**src/rtl/led_blink_multi.sv**
```systemverilog
// Multi-channel LED blinker: a shared phase accumulator drives per-channel wrap dividers and a half-period green toggle.
// Optional macro LED_BLINK_PWM_EN adds a DUTY input that PWM-dims all LED outputs.
module led_blink_multi #(
    parameter int CHANNELS  = 4,
    parameter int SEL_W     = 4,
    parameter int CNT_W     = 32,
    parameter int PERIOD    = 50000000,
    parameter int STEP_UNIT = 10
) (
    input  logic                CLOCK_50,
    input  logic                RESET,
    input  logic [SEL_W-1:0]    SW,
    input  logic [CHANNELS-1:0] CH_EN,
`ifdef LED_BLINK_PWM_EN
    input  logic [3:0]          DUTY,
`endif
    output logic [CHANNELS-1:0] LEDR,
    output logic                LEDG
);

    localparam int WC_W = (CHANNELS > 1) ? $clog2(CHANNELS) : 1;
    localparam logic [CNT_W:0] PERIOD_X = (CNT_W+1)'(PERIOD);
    localparam logic [CNT_W:0] HALF_X   = (CNT_W+1)'(PERIOD / 2);

    // The largest step must stay below half a period so a wrap and a half-crossing never coincide.
    if (STEP_UNIT * SEL_W >= PERIOD / 2) begin : g_chk_step
        $error("led_blink_multi: STEP_UNIT*SEL_W must be below PERIOD/2");
    end
    if ((longint'(PERIOD) - 1 + longint'(STEP_UNIT) * SEL_W) >= (longint'(1) << CNT_W)) begin : g_chk_width
        $error("led_blink_multi: CNT_W too narrow for PERIOD plus largest step");
    end

    logic [CNT_W-1:0]    acc;
    logic [CNT_W-1:0]    step;
    logic [CNT_W-1:0]    sel_step;
    logic [CNT_W:0]      sum;
    logic                wrap;
    logic                half_cross;
    logic [CHANNELS-1:0] led_q;
    logic                ledg_q;
    logic [WC_W-1:0]     wrap_cnt [CHANNELS];

    // Ascending scan: the highest set switch bit is the last to assign and therefore wins.
    always_comb begin
        sel_step = CNT_W'(1);
        for (int k = 0; k < SEL_W; k++) begin
            if (SW[k]) sel_step = CNT_W'(STEP_UNIT * (k + 1));
        end
    end

    assign sum        = {1'b0, acc} + {1'b0, step};
    assign wrap       = (sum >= PERIOD_X);
    assign half_cross = ({1'b0, acc} < HALF_X) && (sum >= HALF_X);

    always_ff @(posedge CLOCK_50 or posedge RESET) begin
        if (RESET) begin
            acc    <= '0;
            step   <= CNT_W'(1);
            ledg_q <= 1'b0;
        end else begin
            if (wrap) begin
                // Keep the overshoot so no phase is lost; speed changes only land here.
                acc  <= CNT_W'(sum - PERIOD_X);
                step <= sel_step;
            end else begin
                acc  <= sum[CNT_W-1:0];
            end
            if (half_cross) ledg_q <= ~ledg_q;
        end
    end

    // Channel i toggles on every (i+1)-th wrap; disabling clears both the count and the LED.
    always_ff @(posedge CLOCK_50 or posedge RESET) begin
        if (RESET) begin
            led_q <= '0;
            for (int i = 0; i < CHANNELS; i++) wrap_cnt[i] <= '0;
        end else begin
            for (int i = 0; i < CHANNELS; i++) begin
                if (!CH_EN[i]) begin
                    wrap_cnt[i] <= '0;
                    led_q[i]    <= 1'b0;
                end else if (wrap) begin
                    if (wrap_cnt[i] == WC_W'(i)) begin
                        wrap_cnt[i] <= '0;
                        led_q[i]    <= ~led_q[i];
                    end else begin
                        wrap_cnt[i] <= wrap_cnt[i] + WC_W'(1);
                    end
                end
            end
        end
    end

`ifdef LED_BLINK_PWM_EN
    logic [3:0] pwm_cnt;
    logic       pwm_on;

    always_ff @(posedge CLOCK_50 or posedge RESET) begin
        if (RESET) pwm_cnt <= 4'd0;
        else       pwm_cnt <= pwm_cnt + 4'd1;
    end

    assign pwm_on = (pwm_cnt < DUTY);
    assign LEDR   = led_q & {CHANNELS{pwm_on}};
    assign LEDG   = ledg_q & pwm_on;
`else
    assign LEDR = led_q;
    assign LEDG = ledg_q;
`endif

endmodule

```
**config.mk**
```make
export PLATFORM = sky130hd
export DESIGN_NAME = led_blink_multi
export DESIGN_NICKNAME = d
export VERILOG_FILES = /design/src/rtl/led_blink_multi.sv
export SDC_FILE = /design/constraint.sdc
export NUM_CORES = 1
export LEC_CHECK = 0
export ABC_AREA = 1
export BUFFER_PORTS_ARGS = -buffer_cell sky130_fd_sc_hd__clkbuf_2
export CELL_PAD_IN_SITES_DETAIL_PLACEMENT = 0
export CELL_PAD_IN_SITES_GLOBAL_PLACEMENT = 1
export CORE_UTILIZATION = 32
export CTS_BUF_LIST = sky130_fd_sc_hd__clkbuf_4 sky130_fd_sc_hd__clkbuf_8 sky130_fd_sc_hd__clkbuf_16
export DETAILED_ROUTE_END_ITERATION = 6
export GPL_TIMING_DRIVEN = 0
export HOLD_SLACK_MARGIN = 0.02
export PLACE_DENSITY = 0.66
export SLEW_MARGIN = 20
export SYNTH_ARGS = -nofsm -noshare
export SYNTH_HDL_FRONTEND = slang
export SYNTH_SLANG_ARGS = --single-unit
```
**constraint.sdc**
```tcl
create_clock -name CLOCK_50 -period 8.95 [get_ports CLOCK_50]
set_clock_uncertainty 0.15 [all_clocks]
set_input_delay 1.3425 -clock CLOCK_50 [delete_from_list [all_inputs] [get_ports CLOCK_50]]
set_output_delay 1.3425 -clock CLOCK_50 [all_outputs]
set_load 0.01 [all_outputs]
```
; ---- After elaboration in Yosys (flattened, before gate mapping)
; Cells that the tools add are included.
[totals]
elab_cells = 71
reg_bits = 77
in_bits = 10
out_inout_bits = 5
[op_classes]
add_sub_neg = 6
n_eq_ne = 11
n_mux = 29
n_lt_le_gt_ge = 3
reduce_logical = 6
bitwise_logic = 5
[ops]
columns = op, count
row1 = 2-to-1 mux 32 bit, 4
row2 = adder 32 x 32 -> 33 bit, 1
row3 = greater-or-equal comparator 33 x 25 -> 1 bit (second input constant), 1
row4 = greater-or-equal comparator 33 x 26 -> 1 bit (second input constant), 1
row5 = less-than comparator 32 x 25 -> 1 bit (second input constant), 1
row6 = subtractor 32 x 26 -> 32 bit (second input constant), 1
row7 = 2-to-1 mux 2 bit, 12
row8 = inequality test 2 x 1 -> 1 bit (second input constant), 8
row9 = 2-to-1 mux 1 bit, 12
row10 = adder 2 x 1 -> 2 bit (second input constant), 4
row11 = AND reduction 2 bit, 4
row12 = inverter 1 bit, 5
row13 = equality test 2 bit (second input constant), 2
row14 = 2-to-1 mux 4 bit, 1
row15 = equality test 2 x 1 -> 1 bit (second input constant), 1
row16 = zero test 2 bit, 1
row17 = logical AND 1 bit, 1

; ---- Longest topological paths before layout
; Gate-level depths: netlist of run 1.
[logic_depth]
depth_word = 4
ltp_mapped = 21
mapped_depth_nobuf = 20

; ---- Least setup slack after synthesis of run 1
; OpenSTA, ideal clock, no wires.
[synth_timing]
path_kind = flip-flop to flip-flop
start = reg step[4]
end = reg acc[8]
path_buffers = 2
path_stages_with_launch = 19
synth_period_minus_slack_ps = 2980
setup_time_ps = 74
t_required_ps = 8726
slack_ps = 5970
t_arrival_ps = 2756
path_cell_list = dfrtp_1 > ha_1 > buf_2 > nand2_1 > nand3_1 > nand2_1 > nand2_4 > xor2_1 > ha_1 > inv_1 > nor2_1 > nand2_1 > nand2_1 > nand2_2 > nand3_2 > nand3_4 > buf_8 > or2_1 > o21ai_2
[synth_via]
elab_chain_cells = 3
elab_cells_between_ends = 4
cone_classes = add/sub (2) / order compare (1) / mux (1)
[synth_rtl]
columns = item, line
row1 = from (decl), 34  ; logic [CNT_W-1:0] step;
row2 = from (signal assigned), 64  ; step <= sel_step;
row3 = adder 32 x 32 -> 33 bit (*), 51  ; assign sum = {1'b0, acc} + {1'b0, step};
row4 = subtractor 32 x 26 -> 32 bit or greater-or-equal comparator 33 x 26 -> 1 bit (tied branches), "63, 52"
row5 = 2-to-1 mux 32 bit (*), 61  ; if (wrap) begin
row6 = to (signal assigned), 63  ; acc <= CNT_W'(sum - PERIOD_X);
row7 = to (signal assigned), 66  ; acc <= sum[CNT_W-1:0];
row8 = to (decl), 33  ; logic [CNT_W-1:0] acc;
; Every way passes the cells marked *; elsewhere a longest branch is shown, timed or not.
; A chain may end at the register's enable or synchronous reset.

; ---- Final worst setup path of run 1
[layout_timing]
start = reg step[4]
end = reg acc[23]
; Same word-level chain as after synthesis.

==> results of run 1 <==
-- metrics by stage --
step | total power [µW] | setup slack [ns] | hold WS [ns]
2_1_floorplan | 240 | 5.97 | 0.296
3_3_place_gp | 247 | 5.32 | 0.312
3_5_place_dp | 247 | 5.25 | 0.320
4_1_cts | 448 | 5.23 | 0.336
5_1_grt | 455 | 5.00 | 0.372
6_report | 441 | 5.27 | 0.332
-- cells in the mapped netlist, types with 2 or more instances --
library cell,instances,area (µm²)
sky130_fd_sc_hd__nand2_1,232,871
sky130_fd_sc_hd__nor2_1,87,327
sky130_fd_sc_hd__inv_1,80,300
sky130_fd_sc_hd__nand3_1,74,370
sky130_fd_sc_hd__dfrtp_1,49,1230
sky130_fd_sc_hd__nand2_2,29,181
sky130_fd_sc_hd__o21ai_0,23,115
sky130_fd_sc_hd__nand4_1,20,125
sky130_fd_sc_hd__xor2_1,14,123
sky130_fd_sc_hd__a21oi_1,12,60.1
sky130_fd_sc_hd__nor2_2,12,75.1
sky130_fd_sc_hd__ha_1,11,138
sky130_fd_sc_hd__nor3_1,11,55.1
sky130_fd_sc_hd__inv_2,10,37.5
sky130_fd_sc_hd__nand3b_1,8,60.1
sky130_fd_sc_hd__nand3_2,7,70.1
sky130_fd_sc_hd__nor2_4,6,67.6
sky130_fd_sc_hd__a31oi_1,3,18.8
sky130_fd_sc_hd__buf_4,3,22.5
sky130_fd_sc_hd__nand2_4,3,33.8
sky130_fd_sc_hd__o21ai_1,3,15.0
sky130_fd_sc_hd__or2_2,3,18.8
sky130_fd_sc_hd__clkinv_1,2,7.51
sky130_fd_sc_hd__nand3_4,2,35.0
sky130_fd_sc_hd__nor4_1,2,12.5
sky130_fd_sc_hd__o21ai_2,2,17.5
sky130_fd_sc_hd__xnor2_1,2,17.5
-- placed cells by master, fill, tap and decap left out, types with 12 or more instances in the layout --
master and n:
sky130_fd_sc_hd__clkbuf_2 14, sky130_fd_sc_hd__dfrtp_1 49, sky130_fd_sc_hd__nor2_1 87, sky130_fd_sc_hd__nand2_1 232, sky130_fd_sc_hd__o21ai_0 23, sky130_fd_sc_hd__a21oi_1 12
sky130_fd_sc_hd__nand3_1 74, sky130_fd_sc_hd__nand2_2 29, sky130_fd_sc_hd__nor2_2 12, sky130_fd_sc_hd__nand4_1 20, sky130_fd_sc_hd__xor2_1 14, sky130_fd_sc_hd__inv_1 79
-- power by group through the flow --
stage / logic (µW) / registers, µW / clock network (µW)
6_report: 14.4 / 228 / 198
5_1_grt: 16.9 / 228 / 210
4_1_cts: 15.0 / 228 / 205
3_5_place_dp: 14.9 / 232 / 0
3_3_place_gp: 14.4 / 232 / 0
2_1_floorplan: 7.64 / 233 / 0
-- layer usage --
layer	routed length (µm)	global-route usage, %	up-vias
li1	-	-	2355
met1	6940	28.1	2114
met2	6760	35.7	98
met3	541	1.83	10
met4	210	4.94	0
met5	0	0	-
-- how the worst min path moves through the flow --
stage	from	to	slack [ns]
final	wrap_cnt[1]	wrap_cnt[1]	0.33
after global placement	wrap_cnt[1]	wrap_cnt[1]	0.31
after detailed placement	wrap_cnt[1]	wrap_cnt[1]	0.32
after floorplan	wrap_cnt[1]	wrap_cnt[1]	0.30
after global routing	wrap_cnt[1]	wrap_cnt[1]	0.37
after CTS	wrap_cnt[1]	wrap_cnt[1]	0.34
-- final cells by class --
cell class | instances | share of cell area, %
buffer | 6 | 1.07
multi-input combinational | 577 | 58.2
sequential | 50 | 25.0
clock inverter | 2 | 0.274
tap | 180 | 4.49
clock buffer | 6 | 2.64
inverter | 92 | 6.94
timing repair buffer | 14 | 1.40
-- cell families after synthesis --
| kind of cell | Yosys count | share of synthesized area [%] |
|---|---|---|
| and+or+nand+nor | 499 | 50.9 |
| buffers and inverters | 98 | 8.73 |
| AOI/OAI and AO/OA | 50 | 6.49 |
| DFF | 50 | 27.4 |
| xor gates and xnor gates | 16 | 3.07 |
| adders and majority gates | 12 | 3.45 |
-- worst reg2reg max path, stage by stage (launching register included) --
cell	delay (ns)
sky130_fd_sc_hd__dfrtp_1	0.41
sky130_fd_sc_hd__ha_1	0.28
sky130_fd_sc_hd__buf_2	0.17
sky130_fd_sc_hd__nand2_1	0.08
sky130_fd_sc_hd__nand3_1	0.20
sky130_fd_sc_hd__nand2_1	0.13
sky130_fd_sc_hd__nand2_4	0.16
sky130_fd_sc_hd__xor2_1	0.35
sky130_fd_sc_hd__ha_1	0.23
sky130_fd_sc_hd__inv_1	0.04
sky130_fd_sc_hd__nor2_1	0.19
sky130_fd_sc_hd__nand2_1	0.14
sky130_fd_sc_hd__nand2_1	0.11
sky130_fd_sc_hd__nand2_2	0.10
sky130_fd_sc_hd__nand3_2	0.19
sky130_fd_sc_hd__nand3_4	0.14
sky130_fd_sc_hd__buf_4	0.22
sky130_fd_sc_hd__nand2_1	0.10
sky130_fd_sc_hd__o21ai_0	0.12
-- sequential cells by signal, summed over array words and instances, names as in the netlist --
name / cells
acc: 32
wrap_cnt: 8
step: 5
LEDR: 4
LEDG: 1
==> reports/results.txt, run 1 <==
The via count normalized by instance count came out at 4.94. The average instance in the mapped netlist occupies 6.30 µm². In this run the number of cells on the critical path is 18. Instance count of the mapped netlist: 725. Cells with a size suffix above 1 make up 14.3% of the layout. Derived from the worst setup path, the maximum achievable clock frequency is 272 MHz. The tools report the number of buffers inserted by hold repair at cts as 0. The signal on the critical path passes through ha_1 > buf_2 > nand2_1 > nand3_1 > nand2_1 > nand2_4 > xor2_1 > ha_1 > inv_1 > nor2_1 > nand2_1 > nand2_1 > nand2_2 > nand3_2 > nand3_4 > buf_4 > nand2_1 > o21ai_0. The worst path uses 41.1% of the clock period.

Number of nets produced by synthesis: 747. The number of buffers and inverters on the critical path is 3. Once layout is done, the placed cells without fillers occupy 0.00501 mm².

Startpoint type of the worst setup path: a flop. TritonCTS built the clock tree. Counting stages on the worst path, the most repeated cell is sky130_fd_sc_hd__nand2_1. For this block, the routed nets add up to 14.4 mm of wire. The congestion estimate from routability-driven global placement came to 0.946. The number of I/O pins is 15, and the path depth of the worst reg2reg path is 18. The final critical-path required period was 3.68 ns; the pin slew with the least headroom to its limit was 0.666 ns.

Combinational cells account for 3.3% of the total power. Setup repair after global routing left no endpoint under its margin. For this run, the post-layout net count is 768. The logs give 0 for the number of instances resized during post-cts repair and 0 for the post-CTS setup buffer count. The number of synthesis warnings was 0.

After clock tree synthesis, the clock-pin slew on the worst setup and hold paths is 0.07 ns. The internal portion of total power was 339 µW; the share of power burned in the clock network was 45.0%. The run finished with clean final reports.

The number of global-route vias before repair was 4367; the relative area change from synthesis to final layout was 9.72%. The H-tree was split into 2 levels. CTS placed an instance of sky130_fd_sc_hd__clkbuf_16 at the clock tree root.

At the later pin of the worst-skew pair, clock insertion delay measures 0.30 ns. Across the run, the number of max-cap violations was 0. Measured along the y axis, the die boundary spans 122 µm.

After routing, the total negative slack on setup checks comes to 0 ns. The remaining routing DRC violations is 0. Utilization after layout: 36.1%. The number of filler cells placed in the layout is 1521.

The path type of the worst setup path is reg2reg. The number of failing hold endpoints at the final stage was 0; the proportion of register bits with asynchronous set or reset after synthesis was 100%. The worst-case register-to-register setup slack was 5.27 ns. Worst reg2reg path startpoint: step[4]. For the post-route antenna net violation count, the log shows 0. Most used flip-flop cell after synthesis: sky130_fd_sc_hd__dfrtp_1. The hold-critical path depth was 2. The synthesized design contains 50 register bits.

For the total count of max-transition violations in the final report, the log shows 0. The critical-path cell with the highest stage delay was sky130_fd_sc_hd__dfrtp_1. The multi-input combinational cells in the finished layout cover a total of 0.00292 mm². Summed over all layers, the global routing overflow is 0.

In this run the cell area of the synthesized design comes to 0.00457 mm². In this run the worst path has a maximum fanout of 10. The class of the tightest hold or removal check is reg2reg. Leaving out filler cells and counting taps, the final layout contains 927. The tools report the beginning of the critical path as step[4]. For this configuration, the core starts out at a cell density of 32.9%. The biggest cell delay along the critical path works out to 0.41 ns. The netlist uses 42 different library cells.

Input and output buffers added on the ports amount to 14. The sequential cells in the finished layout cover a total of 0.00125 mm². The data required time at the worst endpoint came out at 8.95 ns. Area of the core: 0.0139 mm².

The tools report the capturing instance or port of the critical path as acc[23]. The number of rows created at floorplan came out at 43. Dividing total power by cell area gives a power density of 87.9 mW/mm². After detailed placement, the design holds a cell count of 919.

The tools report the power dissipated by switching net loads as 102 µW. In this run the tightest slew margin relative to its limit is 55.6%. For this run, the detailed router's first-pass iteration total came to 6. The placed instance area was 0.00487 mm². In this run, CTS created clock tree buffers numbering 5. The repair_antennas step left the layout with diodes totalling 0. Violation count after the first detailed-route iteration: 371. The worst-case IR drop observed on VDD is 0.0000814 V. The tools report the nature of the critical path endpoint as a flop. The largest net degree at the start of global routing is 51, and the number of buffers on the longest clock path is 2. Broken down by cell family, the worst path's largest delay share belongs to simple AND/OR/NAND/NOR gates.

Setup violations remaining at the end of the flow were counted as 0. Net switching is 23.1% of the power. The initial antenna violation count was 0; the overall routing resource usage was 20.8%. The die is 122 µm wide. Yosys mapped a number of flops with a built-in enable equal to 0.

The detailed router placed 4577 vias in this run. The floorplan step defined a die boundary enclosing 0.0148 mm². Data arrives at the worst endpoint at 3.68 ns. After detailed routing, the average wire length per cell comes to 15.6 µm. The fraction of the yosys area taken by sequential cells was 27.4%.

The leakage power is 0.00234 µW, and the CTS sink count is 50. The logs give 23.0 mm for the wire length of the first global-routing pass and 11.8 mm for the sum of net half-perimeters after detailed placement. The endpoint identified for the worst register-to-register timing path is acc[23]. Per report_power, the sequential group accounts for 51.7% of the total.
Power figures use the tool's default switching activity.
==> inputs of run 2 (changes only) <==
==> constraint.sdc (replaced) <==
create_clock -name CLOCK_50 -period 3.6 [get_ports CLOCK_50]
set_clock_uncertainty 0.15 [all_clocks]
set_input_delay 0.54 -clock CLOCK_50 [delete_from_list [all_inputs] [get_ports CLOCK_50]]
set_output_delay 0.54 -clock CLOCK_50 [all_outputs]
set_load 0.01 [all_outputs]
==> run 2 against run 1 <==
Net effect: sequential share of layout area is 0.38 points lower; critical path type unchanged; hold slack worse by 0.16 ns; register-to-register slack worse by 5.1 ns; critical endpoint is now acc[8]; largest power group unchanged; cell count is 0.22% higher; critical path depth is 1 higher; total power is 150% higher.
==> reports/results.txt, run 2 (same netlist as run 1, synthesis figures left out) <==
The worst setup path is launched from a flop. The number of filler cells placed in the layout was 1518 (-0.20%). For the number of failing setup endpoints in the final timing report, the log shows 0 (unchanged). For the first-pass iteration count of the detailed router, the log shows 5 (-1). The overall routing resource usage is 20.8% (+0.024 points), and the global routing met2 resource utilization is 35.7% (+0.071 points). In the final layout, the registers with the most flip-flops are acc (32), wrap_cnt (8), step (5). The tightest min-delay check is of the in2async type. The data required time at the worst endpoint is 3.68 ns (-5.27 ns), and the number of placed instances, taps included is 919 (unchanged).

The tools report the total detailed-routing wirelength as 14.5 mm (+0.34%). The sum of net half-perimeters after detailed placement is 11.8 mm (unchanged). For the post-place setup slack, the log shows -0.102 ns (-5.35 ns). The most utilized layer in the global route result is met2.

The run gives 366 (-1.3%) as the violation count after the first detailed-route iteration. In this run the critical register-to-register path is captured at acc[8]. Non-filler instance count after layout: 929 (+0.22%). In the layout the commonest cells are 230 x sky130_fd_sc_hd__nand2_1, 86 x sky130_fd_sc_hd__nor2_1, 79 x sky130_fd_sc_hd__inv_1.

For the power dissipated by switching net loads, the log shows 254 µW (+150%). The biggest cell delay along the critical path works out to 0.54 ns (+0.13 ns). acc holds more flip-flops than any other register.

Chip height: 122 µm (unchanged). The worst register-to-register path begins at step[0]. Critical-path cell with the highest stage delay: sky130_fd_sc_hd__dfstp_2. Number of failing hold endpoints at the final stage: 0 (unchanged). The path type of the worst setup path is reg2reg. The average routed wire per standard cell works out to 15.6 µm (+0.12%). The logs give 0 (unchanged) for the number of inserted diodes and 28.1% (about the same) for the met1 capacity usage during global routing. The logs give 0.000191 V (+130%) for the maximum ir drop on the vdd rail and 1.83% (unchanged) for the met3 track utilization from global routing. The remaining routing DRC violations came out at 0 (unchanged). TritonCTS built the clock tree. For the minimum setup slack in the final design, the log shows 0.197 ns (-5.08 ns). The logs give 0.946 (unchanged) for the global placer's final weighted congestion and 3.48 ns (-0.20 ns) for the arrival time at the worst endpoint. The logs give 0 (unchanged) for the number of buffers inserted by hold repair at cts and 0.20 ns (-5.08 ns) for the worst-case register-to-register setup slack.

The final critical-path required period works out to 3.40 ns (-0.274 ns). The number of global-route vias before repair is 4371 (+0.092%), and the share of total power consumed by net switching is 23.2% (+0.081 points). Compared with the post-synthesis result, the final layout area differs by 11.4%.

The fraction of layout cells with a size suffix above 1 came out at 15.6% (+1.3 points). The tools report the routed via count as 4610 (+0.72%). Leaving out fill and tap cells, the most frequent cell in the layout is sky130_fd_sc_hd__nand2_1. The power density over the cells is 215 mW/mm² (+150%). The largest net degree at the start of global routing came out at 51 (unchanged). Among the stages of the critical path, the cell type that occurs most often is sky130_fd_sc_hd__nand2_1. Wire length of the first global-routing pass: 23.0 mm (+0.12%). The via count normalized by instance count was 4.96 (+0.50%); the clock transition time at the flip-flop clock pins of the worst setup and hold paths was 0.07 ns (about the same). The tools report the internal portion of total power as 842 µW (+150%). The initial standard-cell utilization of the core is 32.9% (unchanged). Post-layout total power: 1100 µW (+150%). The die footprint was 0.0148 mm² (unchanged); the initial antenna violation count was 0 (unchanged).

The signal on the critical path passes through ha_2 > fa_2 > nand2_1 > nand2_1 > nand3_2 > nand2_2 > nand2_1 > nand2_2 > ha_1 > inv_1 > nor2_1 > nand2_1 > nand2_1 > nand2_2 > nand3_4 > nand3_4 > buf_8 > or2_1 > o21ai_2. The tools report the top achievable clock speed as 294 MHz (+8.0%). The TritonCTS buffer count was 5 (unchanged).

Number of rows created at floorplan: 43 (unchanged). Max-slew headroom at the worst pin: 54.2% (-1.4 points). The number of H-tree branching levels was 2 (unchanged); the flip-flop count of the largest register, all copies and words added was 32 (unchanged). The run gives 51.6% (about the same) as the relative contribution of sequential cells to total power.

The total count of max-transition violations in the final report is 0 (unchanged). The die span in x is 122 µm (unchanged), and the leakage power is 0.00236 µW (+0.85%). The tools report the CTS root buffer as sky130_fd_sc_hd__clkbuf_16.

The number of I/O pins is 15 (unchanged), and the CTS sink count is 50 (unchanged). The run finished with clean final reports. Share of power burned in the clock network: 45.1% (about the same).

The post-route antenna net violation count came out at 0 (unchanged). The logs give 0 (unchanged) for the final global-route overflow total and 0 ns (unchanged) for the final setup TNS. The count of maximum capacitance violations was 0 (unchanged).

STA classifies the critical path endpoint as a flop. Pin slew with the least headroom to its limit: 0.687 ns (+0.0210 ns). The path depth of the worst reg2reg path is 19 (+1).

For the area of the core, the log shows 0.0139 mm² (unchanged). The clock latency on the worst-skew pair was 0.30 ns (about the same); the number of buffers on the longest clock path was 2 (unchanged). The tools report the portion of total power attributed to combinational logic as 3.3% (about the same). The final net count is 770 (+0.26%), and the part of the cycle the worst path needs is 94.5% (+53 points). The count of input and output buffers is 14 (unchanged). The top fanout value on the critical path works out to 10 (unchanged).
run 2: changes by cell type in the layout (fill, tap and decap cells not counted), sizes merged:
cell	delta
buf	+2
run 2: worst max-delay path, delay by kind of cell, from the launching register on:
| family | cells | cell delay [ns] |
|---|---|---|
| simple gates | 13 | 1.70 |
| fa+ha+maj | 3 | 0.66 |
| flops | 1 | 0.54 |
| buf+inv | 2 | 0.23 |
| compound gates | 1 | 0.05 |
run 2: layout make-up:
| class | instances | area (µm²) | area share (%) |
|---|---|---|---|
| multi-input cells | 577 | 2980 | 58.4 |
| flip-flops and latches | 50 | 1250 | 24.6 |
| inverters | 92 | 350 | 6.88 |
| well taps | 180 | 225 | 4.42 |
| clock buffers | 6 | 133 | 2.60 |
| repair buffers | 16 | 85.1 | 1.67 |
| plain buffers | 6 | 57.6 | 1.13 |
| clock inverters | 2 | 13.8 | 0.270 |
run 2: worst max path at each step:
stage | startpoint | end | slack, ns | depth (start not counted)
6_report | step[0] | acc[8] | 0.20 | 19
5_1_grt | step[0] | step[3] | -0.0004 | 18
4_1_cts | step[4] | acc[23] | 0.03 | 18
3_5_place_dp | step[4] | acc[23] | -0.10 | 18
3_3_place_gp | step[4] | acc[23] | -0.03 | 18
2_1_floorplan | step[4] | acc[8] | 0.62 | 18
run 2: power by group through the flow:
stage                     Clock [µW]  Sequential, µW  Combinational (µW)
after floorplan                    0             579                19.0
after global placement             0             577                35.8
after detailed placement           0             577                37.2
after CTS                        509             566                37.3
after global routing             523             567                42.0
final                            494             566                36.1
run 2: what timing repair did:
action                     in CTS  in global routing
resized for setup               4                 11
pin swaps                       0                  4
setup endpoints to repair      18                 40
setup buffers                   0                  2
run 2: through the flow:
step	hold WS, ns	cell area (µm²)	util [%]
6_report	0.170	5090	36.7
2_1_floorplan	0.296	4570	-
3_3_place_gp	0.312	4870	35.1
4_1_cts	0.211	5040	36.3
5_1_grt	0.253	5090	36.7
3_5_place_dp	0.320	4870	35.1
run 2: per-layer routing:
layer  up-vias  share of wire, %
li1       2357                 -
met1      2146                48
met2        95                47
met3        12               3.5
met4         0               1.6
met5         -                 0
